## src/rtl/vx_perf_stall_ctrl_pkg.sv

```systemverilog
// Shared constants and types for the stall counter block.
// Unit indices, default counter width and FSM states.
package vx_perf_stall_ctrl_pkg;

  localparam int PERF_CTR_BITS = 44;

  localparam int UNIT_TEX    = 0;
  localparam int UNIT_RASTER = 1;
  localparam int UNIT_ROP    = 2;
  localparam int UNIT_IMADD  = 3;
  localparam int UNIT_WCTL   = 4;

  typedef enum logic {
    ST_IDLE = 1'b0,
    ST_RSP  = 1'b1
  } stall_state_t;

  function automatic int idx_bits(input int n);
    return (n > 1) ? $clog2(n) : 1;
  endfunction

endpackage

```

## src/rtl/vx_perf_stall_ctrl_ctr.sv

```systemverilog
// One stall counter with clear-then-count and sticky overflow.
// clr_all dominates everything, including the local clear.
module vx_perf_stall_ctrl_ctr #(
  parameter int CTR_BITS = 44
) (
  input  logic                clk,
  input  logic                rst_n,
  input  logic                inc,
  input  logic                clr,
  input  logic                clr_all,
  output logic [CTR_BITS-1:0] count,
  output logic                ovf
);

  logic wrap;

  assign wrap = inc & (&count);

  always_ff @(posedge clk or negedge rst_n) begin
    if (!rst_n) begin
      count <= '0;
      ovf   <= 1'b0;
    end else if (clr_all) begin
      count <= '0;
      ovf   <= 1'b0;
    end else if (clr) begin
      count <= inc ? CTR_BITS'(1) : '0;
      ovf   <= 1'b0;
    end else if (inc) begin
      count <= count + 1'b1;
      if (wrap)
        ovf <= 1'b1;
    end
  end

endmodule

```

## src/rtl/vx_perf_stall_ctrl.sv

```systemverilog
// Per-unit stall counters with a one-deep snapshot read port.
// Snapshots use pre-edge values, so same-cycle clears are not seen.
module vx_perf_stall_ctrl
  import vx_perf_stall_ctrl_pkg::*;
#(
  parameter  int NUM_UNITS = 5,
  parameter  int CTR_BITS  = PERF_CTR_BITS,
  localparam int IDX_BITS  = idx_bits(NUM_UNITS)
) (
  input  logic                          clk,
  input  logic                          reset_n,
  input  logic                          enable,
  input  logic [NUM_UNITS-1:0]          stall_in,
  input  logic                          clear_all,
  input  logic                          req_valid,
  output logic                          req_ready,
  input  logic [IDX_BITS-1:0]           req_idx,
  input  logic                          req_clear,
  output logic                          rsp_valid,
  input  logic                          rsp_ready,
  output logic [CTR_BITS-1:0]           rsp_data,
  output logic                          rsp_ovf,
  output logic                          rsp_err,
  output logic [NUM_UNITS*CTR_BITS-1:0] stalls_o
);

  stall_state_t state, state_n;

  logic [CTR_BITS-1:0] cnt [NUM_UNITS];
  logic [NUM_UNITS-1:0] ovf;
  logic                 accept;
  logic                 idx_ok;
  logic [CTR_BITS-1:0]  sel_data;
  logic                 sel_ovf;

  assign accept = (state == ST_IDLE) & req_valid;
  assign idx_ok = int'(req_idx) < NUM_UNITS;

  for (genvar i = 0; i < NUM_UNITS; i++) begin : g_ctr
    logic clr;

    assign clr = accept & req_clear & idx_ok
               & (req_idx == IDX_BITS'(i));

    vx_perf_stall_ctrl_ctr #(
      .CTR_BITS(CTR_BITS)
    ) u_ctr (
      .clk    (clk),
      .rst_n  (reset_n),
      .inc    (enable & stall_in[i]),
      .clr    (clr),
      .clr_all(clear_all),
      .count  (cnt[i]),
      .ovf    (ovf[i])
    );

    assign stalls_o[i*CTR_BITS +: CTR_BITS] = cnt[i];
  end

  always_comb begin
    sel_data = '0;
    sel_ovf  = 1'b0;
    for (int i = 0; i < NUM_UNITS; i++) begin
      if (req_idx == IDX_BITS'(i)) begin
        sel_data = cnt[i];
        sel_ovf  = ovf[i];
      end
    end
  end

  always_comb begin
    state_n   = state;
    req_ready = 1'b0;
    rsp_valid = 1'b0;
    unique case (state)
      ST_IDLE: begin
        req_ready = 1'b1;
        if (req_valid)
          state_n = ST_RSP;
      end
      ST_RSP: begin
        rsp_valid = 1'b1;
        if (rsp_ready)
          state_n = ST_IDLE;
      end
      default: state_n = ST_IDLE;
    endcase
  end

  always_ff @(posedge clk or negedge reset_n) begin
    if (!reset_n)
      state <= ST_IDLE;
    else
      state <= state_n;
  end

  always_ff @(posedge clk or negedge reset_n) begin
    if (!reset_n) begin
      rsp_data <= '0;
      rsp_ovf  <= 1'b0;
      rsp_err  <= 1'b0;
    end else if (accept) begin
      rsp_data <= idx_ok ? sel_data : '0;
      rsp_ovf  <= idx_ok & sel_ovf;
      rsp_err  <= ~idx_ok;
    end
  end

endmodule

```

## config.mk

```make
export PLATFORM = sky130hd
export DESIGN_NAME = vx_perf_stall_ctrl
export DESIGN_NICKNAME = d
export VERILOG_FILES = /design/src/rtl/vx_perf_stall_ctrl_pkg.sv /design/src/rtl/vx_perf_stall_ctrl_ctr.sv /design/src/rtl/vx_perf_stall_ctrl.sv
export SDC_FILE = /design/constraint.sdc
export NUM_CORES = 1
export LEC_CHECK = 0
export BUFFER_PORTS_ARGS = -buffer_cell sky130_fd_sc_hd__buf_2
export CAP_MARGIN = 10
export CORE_ASPECT_RATIO = 1.1
export CORE_MARGIN = 5
export CORE_UTILIZATION = 45
export CTS_CLUSTER_SIZE = 14
export DETAILED_ROUTE_END_ITERATION = 7
export PLACE_DENSITY_LB_ADDON = 0.08
export SLEW_MARGIN = 20
export SYNTH_ARGS = -nofsm -noshare
export SYNTH_HDL_FRONTEND = slang
export SYNTH_SLANG_ARGS = --single-unit
```

## constraint.sdc

```tcl
create_clock -name clk -period 3.1 [get_ports clk]
set_input_delay 0.31 -clock clk [delete_from_list [all_inputs] [get_ports clk]]
set_output_delay 0.31 -clock clk [all_outputs]
set_load 0.01 [all_outputs]
```

== Word level (Yosys, flattened, before mapping) ==
Index checks and enable logic that the tools add are counted.
Cells by class
  add/sub/neg operators: 5
  $lt $le $gt $ge: 1
  eq/ne operators: 4
  multiplexer cells: 56
  bitwise operators: 21
  reduce and logical (&&, ||, !) cells: 21
Operators with widths (number)
  44-bit 2-to-1 mux: 21
  44-bit by 1-bit adder with 44-bit output, second input constant: 5
  44-bit AND reduction: 5
  1-bit 2-to-1 mux: 34
  3-bit nonzero test: 10
  1-bit bitwise AND: 19
  2-bit AND reduction: 5
  3-bit by 2-bit == test with 1-bit output, second input constant: 2
  3-bit by 1-bit == test with 1-bit output, second input constant: 1
  3-bit == test, second input constant: 1
  3-bit logical NOT: 1
  3-bit less-than comparator, second input constant: 1
  1-bit NOT: 2
  1-bit case mux with 2 select lines: 1
Storage, ports and cells
  register bits after elaboration: 272
  input port bits: 15

== Depth between registers and ports, before layout ==
Gate-level depths: netlist (run 1).
  depth after elaboration: 7
  mapped depth: 8
  gate-level depth less buffers: 6

== Modules after synthesis ==
From an unflattened synthesis (run 1), not the netlist that was laid out.
Second synthesis, totals
  cell total of the unflattened synthesis: 1724
  area total of the unflattened synthesis: 16159.2 um^2
Modules (own cells, without submodules)
  vx_perf_stall_ctrl_ctr: times used 5, cells each 259, area an instance 2449.8 um^2
  vx_perf_stall_ctrl: times used 1, cells each 429, area an instance 3910.0 um^2

== Least setup slack after synthesis (run 1) ==
No wires, ideal clock.
  path kind: register to register
  start point: register g_ctr[3].u_ctr.count[1]
  end point: register g_ctr[3].u_ctr.count[42]
  arrival time: 2.191 ns
  data required time: 3.022 ns
  path slack: 0.831 ns
  cell stages (with the launch flop): 9
  period minus slack after synthesis: 2.269 ns
  cells stage by stage: dfrtp_1 > ha_1 > and3_1 > buf_2 > nand4_2 > or3_1 > clkbuf_1 > or4_1 > a21oi_1
Between the ends
  word-level cells in the longest chain between the ends: 4
RTL lines
  start: declaration: RTL line vx_perf_stall_ctrl_ctr.sv:11  | output logic [CTR_BITS-1:0] count,
  start signal: assignment: RTL line vx_perf_stall_ctrl_ctr.sv:27  | count <= inc ? CTR_BITS'(1) : '0;
  start signal: assignment: RTL line vx_perf_stall_ctrl_ctr.sv:30  | count <= count + 1'b1;
  44-bit by 1-bit adder with 44-bit output: RTL line vx_perf_stall_ctrl_ctr.sv:30
  44-bit 2-to-1 mux: RTL line vx_perf_stall_ctrl_ctr.sv:29  | end else if (inc) begin
  44-bit 2-to-1 mux: RTL line vx_perf_stall_ctrl_ctr.sv:26  | end else if (clr) begin
  44-bit 2-to-1 mux: RTL line vx_perf_stall_ctrl_ctr.sv:23  | end else if (clr_all) begin
Every way passes these cells. The select of a mux whose other input is x is not followed.
A chain may end at the register's enable or synchronous reset.

== Final worst setup path (run 1) ==
  start point: register g_ctr[1].u_ctr.count[23]
  end point: register g_ctr[1].u_ctr.count[41]
Between the ends
  word-level cells in the longest chain between the ends: 4
RTL lines (RTL line)
  start: declaration: vx_perf_stall_ctrl_ctr.sv:11
  start signal: assignment: vx_perf_stall_ctrl_ctr.sv:27
  start signal: assignment: vx_perf_stall_ctrl_ctr.sv:30
  44-bit by 1-bit adder with 44-bit output: vx_perf_stall_ctrl_ctr.sv:30
  44-bit 2-to-1 mux: vx_perf_stall_ctrl_ctr.sv:29
  44-bit 2-to-1 mux: vx_perf_stall_ctrl_ctr.sv:26
  44-bit 2-to-1 mux: vx_perf_stall_ctrl_ctr.sv:23
Every way passes these cells. The select of a mux whose other input is x is not followed.

==> results.py, run 1 <==
metrics = {
    "clock_network": {
        "cts.sinks": 272,
        "clk_latency_ns": 0.56,
        "clk_pin_slew_ns": 0.06,
        "postCtsHoldBufs": 2,
        "postCtsSetupRepairBufs": 0,
        "cts_inserted_buffers": 30,
        "cts_root_buf": "clkbuf_16",
        "cts-resized-gates": 0,
        "htreeDepth": 1,
        "clockBufferDepth": 3,
        "cts_tree": "yes",
    },
    "routing": {
        "drt_wl_total_um": 50680,
        "drt_iter0_drc": 1284,
        "drcViolationCount": 0,
        "wire_per_inst_um": 22.62,
        "ant_nets": 0,
        "drtPass1Iterations": 5,
        "dr_total_vias": 13275,
        "viasPerCell": 5.924,
    },
    "setup_path": {
        "cp_max_fo": 13,
        "crit_path_end_kind": "flop",
        "crit_cells": 5,
        "crit_chain": "nand4_1 > nor3_1 > nand2_1 > or4_1 > a21oi_1",
        "cp_num_buf_inv": 0,
        "worst-endpoint-required_ns": 3.58,
        "rr_worst_depth": 5,
        "cpLargestDelayFamily": "simple AND/OR/NAND/NOR gates",
        "crit_path_top_delay_cell": "nor3_1",
        "criticalPathCategory": "reg -> reg",
        "start_kind": "flop",
        "worstPathArrival_ns": 3.05,
        "crit_path_max_incr_delay_ns": 0.61,
    },
    "yosys": {
        "synthArstFlopShare": 1.000,
        "synth-seq-cells": 272,
        "synth_compound_area_frac": 0.1025,
        "synth_ff_type": "dfrtp_1",
        "yosys.area.top_type": "dfrtp_1",
        "synthAdderAreaFrac": 0.004319,
        "syn_area_per_cell_um2": 9.630,
        "yosysMostFrequentCell": "dfrtp_1",
        "synth_common_cells": "272 x dfrtp_1, 216 x nor2_1, 125 x a21oi_1",
        "ys_seq_area_frac": 0.4699,
        "synth_edf_count": 0,
        "synth_top_cell_area_share": 0.4699,
        "synthMuxAreaShare": 0.07092,
        "synthSimpleGateAreaFrac": 0.2395,
        "synth_top_family_by_area": "simple AND/OR/NAND/NOR gates",
        "synth.area.top_cells": "dfrtp_1 47%, mux4_2 6.8%, xor2_1 6.1%, nor2_1 5.6%, a21oi_1 4.3%",
        "synth_nets": 1524,
        "yosysWarnings": 0,
        "synth_xor_area_frac": 0.08466,
        "synth_cell_types": 51,
        "netlist_area_mm2": 0.01448,
        "syn_inst": 1504,
    },
    "floorplanning": {
        "rows": 69,
        "io_pins": 283,
        "dieArea_mm2": 0.03588,
        "die_h_um": 198.2,
        "core_mm2": 0.03203,
        "die_w_um": 181.1,
        "initial_core_util": 0.4522,
    },
    "job": {
        "maxCapViolCount": 0,
    },
    "finish": {
        "regArea_mm2": 0.006807,
        "num_antenna_cells": 0,
        "layout-drive-gt1-share": 0.2512,
        "fin_cells": 2241,
        "syn_to_final_growth_pct": 21.73,
        "layout.nets": 1811,
        "nFillCells": 2973,
        "multiInputGateArea_mm2": 0.007298,
    },
    "grt": {
        "grt-ovfl-total": 0,
        "grt_use_met2": 0.4173,
        "grt_pass1_wl_um": 76530,
        "grt_antenna_before_repair": 0,
        "gr-usage-all-layers": 0.2723,
        "use_met3": 0.05493,
        "grt_pass1_vias": 12447,
        "met1_usage": 0.3947,
        "top_usage_layer": "met2",
        "grt_max_degree": 91,
    },
    "timing": {
        "relSlewSlack": 0.4057,
        "period_needed_ns": 2.568,
        "max_freq_mhz": 389.4,
        "timing_hold_violations_final": 0,
        "setup_viol": 0,
        "rsz0062_at_grt": "false",
        "final.setup.tns_ns": 0,
        "worst_slew_pin_slew_ns": 0.8901,
        "finalClockSkew_ns": 0.01588,
        "period_share": 0.8285,
        "slew_viol_final": 0,
    },
    "power": {
        "power_density_mw_per_mm2": 469.2,
        "vdd_drop_max_mv": 0.4150,
        "p_leak_nw": 7.801,
    },
    "run_status": {
        "outcome": "finished clean",
    },
    "placement": {
        "dp.cells": 2183,
        "port_buffers": 282,
        "place.gp.congestion": 0.9413,
        "dp.final_hpwl_um": 37780,
    },
    "worst_hold_path": {
        "hold_depth": 3,
        "hold_path_class": "in -> reg",
    },
}
[cells by family after synthesis]
kind of cell | after synthesis
AND/OR/NAND/NOR | 678
flip-flops | 272
AO/OA/AOI/OAI | 259
XOR/XNOR | 140
buffers and inverters | 104
multiplexers | 46
adder cells (fa/ha/maj) | 5
[metal layers]
| metal | share of wire | vias to the layer above |
|---|---|---|
| met3 | 0.082 | 99 |
| met5 | 0 | - |
| met4 | 0.034 | 0 |
| met2 | 0.45 | 571 |
| met1 | 0.44 | 6568 |
| li1 | - | 6037 |
[state kept, by name, summed over array words and instances, names as in the netlist]
register	cells
g_ctr.u_ctr.count	220
g_ctr.u_ctr.ovf	5
rsp_data	44
rsp_err	1
rsp_ovf	1
state	1
[worst paths after layout]
kind,start,endpoint,slack (ns)
worst min-delay path,stall_in[3],g_ctr[3].u_ctr.count[1],0.05
min in group asynchronous,reset_n,rsp_data[15],0.34
worst max-delay path,g_ctr[1].u_ctr.count[23],g_ctr[1].u_ctr.count[41],0.53
worst max register to register,g_ctr[1].u_ctr.count[23],g_ctr[1].u_ctr.count[41],0.53
worst min register to register,rsp_err,rsp_err,0.48
max in group asynchronous,reset_n,g_ctr[3].u_ctr.count[20],1.85
[placed cells by master, fill, tap and decap left out, types with 27 or more instances in the layout]
cell and instances:
buf_2 280, dfrtp_1 272, nor2_1 216, a21oi_1 125, nand2_1 104, xor2_1 101, nand3_1 93, nand4_1 76
or3_1 62, o21ai_0 60, a22oi_1 45, buf_4 45, mux4_2 44, xnor2_1 39, clkbuf_16 31, inv_1 27
[worst register-to-register path, delay by kind of cell, from the launching register on]
kind | cells | cell delay (ns)
flops | 1 | 0.51
simple gates | 4 | 1.83
compound gates | 1 | 0.16
[report_power, final]
| group | switching, W | internal, W | leakage [nW] | total, W |
|---|---|---|---|---|
| clock network | 0.00155 | 0.00227 | 0.521 | 0.00383 |
| logic | 0.000444 | 0.000232 | 3.57 | 0.000676 |
| registers | 0.0000862 | 0.00369 | 3.71 | 0.00377 |
[cell type report]
type	instances	share of cell area
multi-input combinational	1128	0.4140
timing repair buffer	331	0.1040
sequential	272	0.3861
inverter	28	0.005961
clock buffer	38	0.04833
tap	426	0.03023
clock inverter	18	0.01143
[stage by stage]
stage                     power, W  utilization  setup slack [ns]  hold WS, ns  instance area, um2
after floorplan           0.004178            -            0.8305      0.01441               14480
after global placement    0.004510       0.5169            0.5982       0.3676               16560
after detailed placement  0.004521       0.5169            0.5613       0.3610               16560
after CTS                 0.008343       0.5505            0.5583      0.03931               17630
after global routing      0.008558       0.5505            0.4286      0.06429               17630
final                     0.008273       0.5505            0.5318      0.05205               17630
(Power assumes the default switching activity.)
==> run 2: changes to the inputs <==
==> constraint.sdc (replaced) <==
create_clock -name clk -period 2.3 [get_ports clk]
set_input_delay 0.23 -clock clk [delete_from_list [all_inputs] [get_ports clk]]
set_output_delay 0.23 -clock clk [all_outputs]
set_load 0.01 [all_outputs]
==> run 2 against run 1 <==
Total power is 34% higher. Wire length is 1.8% higher. Non-clock buffer count is 131 higher. Flip-flop and latch count stayed put. Via count is 3.9% higher. First-iteration DRC count is 1.6% higher. Cell count is 5.8% higher. Sequential share of layout area is 2.2 points lower. Sequential power is 34% higher. Clock skew hardly changed.
==> results.py, run 2 (synthesis gave the netlist of run 1 again) <==
metrics = {
    "run_status": {
        "outcome": "finished clean",
    },
    "clock_network": {
        "htreeDepth": 1,
        "clk_latency_ns": 0.56,
        "cts.sinks": 272,
        "cts_inserted_buffers": 30,
        "cts_tree": "yes",
        "clockBufferDepth": 3,
        "cts_root_buf": "clkbuf_16",
        "clk_pin_slew_ns": 0.06,
    },
    "timing": {
        "slew_viol_final": 0,
        "finalClockSkew_ns": 0.01626,
        "worst_slew_pin_slew_ns": 0.6812,
        "period_share": 0.9560,
        "period_needed_ns": 2.199,
        "final.setup.tns_ns": 0,
        "max_freq_mhz": 454.8,
        "setup_viol": 0,
        "timing_hold_violations_final": 0,
        "relSlewSlack": 0.5438,
        "rsz0062_at_grt": "false",
        "holdWs_ns": 0.03644,
    },
    "grt": {
        "use_met3": 0.06963,
        "grt_pass1_wl_um": 78360,
        "gr-usage-all-layers": 0.2795,
        "met1_usage": 0.3887,
        "grt_use_met2": 0.4331,
        "grt_max_degree": 91,
        "grt_antenna_before_repair": 0,
        "top_usage_layer": "met2",
        "grt_pass1_vias": 13220,
        "grt-ovfl-total": 0,
    },
    "setup_path": {
        "crit_path_max_incr_delay_ns": 0.74,
        "cp_max_fo": 8,
        "crit_path_top_delay_cell": "or4_1",
        "start_kind": "flop",
        "criticalPathCategory": "reg -> reg",
        "crit_chain": "and4_1 > nand4_1 > or4_1 > or3_1 > a21oi_1",
        "worstPathArrival_ns": 2.68,
        "worst-endpoint-required_ns": 2.78,
        "crit_path_end_kind": "flop",
    },
    "finish": {
        "layout.nets": 1942,
        "layout-drive-gt1-share": 0.2987,
        "layout_commonest_cell": "buf_2",
        "regMostFlops": "g_ctr.u_ctr.count",
        "final_cell_mix": "280 x buf_2, 271 x dfrtp_1, 216 x nor2_1, 166 x buf_4, 125 x a21oi_1",
        "syn_to_final_growth_pct": 29.17,
        "largestRegisters": "g_ctr.u_ctr.count (220), rsp_data (44), g_ctr.u_ctr.ovf (5)",
        "num_antenna_cells": 0,
        "largest_reg_flops": 220,
        "nFillCells": 2888,
        "fin_util": 0.5841,
        "finalInstanceArea_mm2": 0.01871,
    },
    "routing": {
        "drt_wl_total_um": 51600,
        "viasPerCell": 5.818,
        "ant_nets": 0,
        "drcViolationCount": 0,
        "dr_total_vias": 13794,
        "drtPass1Iterations": 5,
        "wire_per_inst_um": 21.76,
        "drt_iter0_drc": 1305,
    },
    "floorplanning": {
        "rows": 69,
        "dieArea_mm2": 0.03588,
        "io_pins": 283,
        "initial_core_util": 0.4522,
        "core_mm2": 0.03203,
        "die_h_um": 198.2,
        "die_w_um": 181.1,
    },
    "power": {
        "power_density_mw_per_mm2": 594.1,
        "finalPower_w": 0.01111,
        "vdd_drop_max_mv": 0.4583,
        "p_leak_nw": 8.515,
    },
    "placement": {
        "dp.final_hpwl_um": 39420,
        "port_buffers": 282,
        "post_dp_cell_area_mm2": 0.01758,
        "place.gp.congestion": 0.9240,
    },
    "worst_hold_path": {
        "hold_path_class": "in -> reg",
    },
    "job": {
        "maxCapViolCount": 0,
    },
}
run 2: changes by cell type in the layout (fill, tap and decap cells not counted), sizes merged:
cell	delta
dlygate4sd3	+3
buf	+128
clkbuf	+8
clkinv	-6
clkinvlp	-3
run 2: where the power goes:
part           internal (W)  leakage [nW]  switching [W]  total, W
sequential          0.00497          3.71       0.000106   0.00507
clock               0.00310         0.512        0.00198   0.00508
combinational      0.000348          4.30       0.000617  0.000965
run 2: per-layer routing:
layer	share of wire	up-vias
li1	-	6309
met1	0.42	6813
met2	0.45	561
met3	0.093	111
met4	0.039	0
met5	0	-
run 2: layout make-up:
class,instances,area (um2),share of cell area
tap,426,533.0,0.02849
multi-input combinational,1128,7313,0.3909
inverter,28,105.1,0.005618
sequential,272,6808,0.3639
clock buffer,46,892.1,0.04768
clock inverter,9,145.1,0.007758
timing repair buffer,462,2913,0.1557
run 2: critical path, delay by kind of cell, from the launching register on:
| kind | cells | cell delay [ns] |
|---|---|---|
| AND/OR/NAND/NOR | 4 | 1.62 |
| flip-flops | 1 | 0.34 |
| AO/OA/AOI/OAI | 1 | 0.14 |
run 2: timing repair:
item	4_1_cts	5_1_grt
resized for setup	0	5
hold endpoints to repair	50	0
hold buffers	5	0
endpoints found under the setup margin	0	11
setup buffers	0	3
run 2: stage by stage:
step           worst slack, ns  instances
5_1_grt                0.01404       2371
4_1_cts                 0.1048       2368
2_1_floorplan          0.03052       1504
3_3_place_gp            0.1550       2308
6_report                0.1011       2371
3_5_place_dp            0.1221       2308
run 2: final timing paths:
check                                   startpoint                        to  slack, ns  cells past startpoint
setup / recovery           g_ctr[3].u_ctr.count[9]  g_ctr[3].u_ctr.count[38]       0.10                      5
min in group asynchronous                  reset_n  g_ctr[4].u_ctr.count[13]       0.21                      2
max in group asynchronous                  reset_n        g_ctr[4].u_ctr.ovf       1.33                      3
hold / removal                           clear_all   g_ctr[4].u_ctr.count[0]       0.04                      2
hold reg to reg                            rsp_err                   rsp_err       0.48                      2
setup reg to reg           g_ctr[3].u_ctr.count[9]  g_ctr[3].u_ctr.count[38]       0.10                      5
==> run 3: changes to the inputs <==
--- a/config.mk
+++ b/config.mk
@@ -13,7 +13,7 @@
 export CTS_CLUSTER_SIZE = 14
 export DETAILED_ROUTE_END_ITERATION = 7
 export PLACE_DENSITY_LB_ADDON = 0.08
-export SLEW_MARGIN = 20
+export SLEW_MARGIN = 15
 export SYNTH_ARGS = -nofsm -noshare
 export SYNTH_HDL_FRONTEND = slang
 export SYNTH_SLANG_ARGS = --single-unit
==> constraint.sdc (replaced) <==
create_clock -name clk -period 2.3 [get_ports clk]
set_input_delay 0.23 -clock clk [delete_from_list [all_inputs] [get_ports clk]]
set_output_delay 0.23 -clock clk [all_outputs]
set_load 0.05 [all_outputs]
==> run 3 against run 2 <==
Cell count down 1.3%. Clock power down 0.8%. Wire length down 0.82%. Utilization down 0.62 points. Global-route usage down 0.45 points. First-iteration DRC count up 7.8%. Fmax up 2.2%. Combinational power up 59%. Worst setup slack better by 0.047 ns. Count of clock-buffer cells in the layout down 6. Cell area down 1.1%. Flip-flop and latch count unchanged. Critical endpoint is now g_ctr[0].u_ctr.ovf. Largest cell class unchanged.
==> results.py, run 3 (synthesis gave the netlist of run 1 again) <==
metrics = {
    "routing": {
        "viasPerCell": 5.825,
        "drcViolationCount": 0,
        "drt_iter0_drc": 1407,
        "dr_total_vias": 13625,
        "ant_nets": 0,
        "wire_per_inst_um": 21.88,
        "drtPass1Iterations": 5,
        "drt_wl_total_um": 51170,
    },
    "clock_network": {
        "clockBufferDepth": 3,
        "cts_inserted_buffers": 31,
        "clk_pin_slew_ns": 0.06,
        "cts_root_buf": "clkbuf_16",
        "cts.sinks": 272,
        "clk_latency_ns": 0.56,
        "htreeDepth": 1,
        "cts_tree": "yes",
        "postCtsSetupRepairBufs": 0,
    },
    "finish": {
        "layout_commonest_cell": "buf_2",
        "largest_reg_flops": 220,
        "largestRegisters": "g_ctr.u_ctr.count (220), rsp_data (44), g_ctr.u_ctr.ovf (5)",
        "layout.nets": 1907,
        "final_cell_mix": "280 x buf_2, 226 x dfrtp_1, 215 x nor2_1, 131 x buf_4, 125 x a21oi_1",
        "fin_util": 0.5779,
        "syn_to_final_growth_pct": 27.79,
        "layout-drive-gt1-share": 0.3140,
        "fin_cells": 2339,
        "regMostFlops": "g_ctr.u_ctr.count",
        "nFillCells": 2913,
    },
    "floorplanning": {
        "io_pins": 283,
        "die_w_um": 181.1,
        "die_h_um": 198.2,
        "initial_core_util": 0.4522,
        "dieArea_mm2": 0.03588,
        "core_mm2": 0.03203,
        "rows": 69,
    },
    "timing": {
        "relSlewSlack": 0.5451,
        "period_needed_ns": 2.152,
        "timing_hold_violations_final": 0,
        "setup_viol": 0,
        "rsz0062_at_grt": "false",
        "holdWs_ns": 0.02284,
        "worst_slew_pin_slew_ns": 0.6792,
        "finalClockSkew_ns": 0.009670,
        "period_share": 0.9356,
        "max_freq_mhz": 464.7,
        "setup_slack_ns": 0.1482,
        "slew_viol_final": 0,
    },
    "setup_path": {
        "criticalPathCategory": "reg -> reg",
        "rr_worst_depth": 5,
        "r2r_start": "g_ctr[0].u_ctr.count[29]",
        "crit_path_max_incr_delay_ns": 0.61,
        "crit_path_top_delay_cell": "or4_4",
        "r2r_slack_ns": 0.15,
        "worst-endpoint-required_ns": 2.78,
        "crit_path_end_kind": "flop",
        "start_kind": "flop",
        "worstPathArrival_ns": 2.63,
        "worst_r2r_endpoint": "g_ctr[0].u_ctr.ovf",
        "cp_max_fo": 8,
        "cpMostUsedCell": "or3_1",
        "crit_chain": "nand4_4 > or4_4 > or3_1 > or3_1 > a21oi_1",
    },
    "worst_hold_path": {
        "hold_path_class": "in -> reg",
        "hold_depth": 2,
        "hold_end": "g_ctr[0].u_ctr.count[0]",
        "hp-start": "clear_all",
    },
    "run_status": {
        "outcome": "finished clean",
    },
    "grt": {
        "grt_antenna_before_repair": 0,
        "gr-usage-all-layers": 0.2750,
        "grt_pass1_wl_um": 77320,
        "grt_max_degree": 67,
        "grt-ovfl-total": 0,
        "grt_pass1_vias": 13108,
    },
    "placement": {
        "dp.final_hpwl_um": 38810,
        "port_buffers": 282,
        "dp_slack_ns": 0.02786,
        "dp.cells": 2275,
        "place.gp.congestion": 0.9167,
    },
    "power": {
        "power_density_mw_per_mm2": 629.5,
        "p_leak_nw": 8.256,
        "finalPower_w": 0.01165,
        "vdd_drop_max_mv": 0.5082,
    },
    "job": {
        "maxCapViolCount": 0,
    },
}
==> run 3: changes by cell type in the layout (fill, tap and decap cells not counted), moves of 2 or more <==
cell / before / now
dfrtp_1: 271 / 226
clkinvlp_4: 0 / 3
buf_4: 166 / 131
clkinv_2: 5 / 10
dfrtp_2: 1 / 46
clkbuf_1: 9 / 3
diode_2: 0 / 2
==> run 3: timing repair <==
item / 4_1_cts / 5_1_grt
hold buffers: 5 / 0
resized for setup: 0 / 5
setup endpoints to repair: 0 / 12
endpoints found under the hold margin: 49 / 0
==> run 3: power breakdown <==
part           total, W  internal, W  switching, W
registers       0.00508      0.00497      0.000109
logic           0.00153     0.000344       0.00119
clock network   0.00504      0.00299       0.00205
==> run 3: metrics by stage <==
| stage | TNS, ns | instance area, um2 |
|---|---|---|
| 2_1_floorplan | -0.08107 | 14560 |
| 3_3_place_gp | 0 | 17390 |
| 3_5_place_dp | 0 | 17390 |
| 4_1_cts | 0 | 18480 |
| 5_1_grt | 0 | 18500 |
| 6_report | 0 | 18510 |
==> run 3: how the worst max path moves through the flow <==
stage | endpoint | start | slack (ns)
finish | g_ctr[0].u_ctr.ovf | g_ctr[0].u_ctr.count[29] | 0.15
global route | g_ctr[0].u_ctr.count[33] | g_ctr[0].u_ctr.count[12] | 0.02
CTS | g_ctr[4].u_ctr.count[42] | g_ctr[4].u_ctr.count[0] | 0.004
detailed placement | g_ctr[4].u_ctr.count[42] | g_ctr[4].u_ctr.count[0] | 0.03
global placement | g_ctr[4].u_ctr.count[42] | g_ctr[4].u_ctr.count[6] | 0.04
floorplan | g_ctr[3].u_ctr.count[42] | g_ctr[3].u_ctr.count[9] | -0.03
==> run 3: layout make-up <==
cell class / instances / area (um2) / share of cell area
Clock buffer: 40 / 869.6 / 0.04698
Timing Repair Buffer: 426 / 2630 / 0.1421
Multi-Input combinational cell: 1128 / 7331 / 0.3961
Inverter: 28 / 105.1 / 0.005678
Antenna cell: 2 / 5.005 / 0.0002704
Clock inverter: 17 / 171.4 / 0.009261
Sequential cell: 272 / 6864 / 0.3709
Tap cell: 426 / 533.0 / 0.02880
==> run 3: metal layers <==
| metal | GRT usage | wire length (um) | vias to the layer above |
|---|---|---|---|
| met4 | 0.1112 | 2076 | 0 |
| met1 | 0.3869 | 21620 | 6735 |
| met3 | 0.06100 | 4443 | 116 |
| li1 | - | - | 6221 |
| met5 | 0 | 0 | - |
| met2 | 0.4173 | 23030 | 553 |
==> run 3: worst max-delay path, delay by kind of cell, from the launching register on <==
| kind | cells | cell delay [ns] |
|---|---|---|
| compound gates | 1 | 0.15 |
| simple gates | 4 | 1.48 |
| flops | 1 | 0.45 |
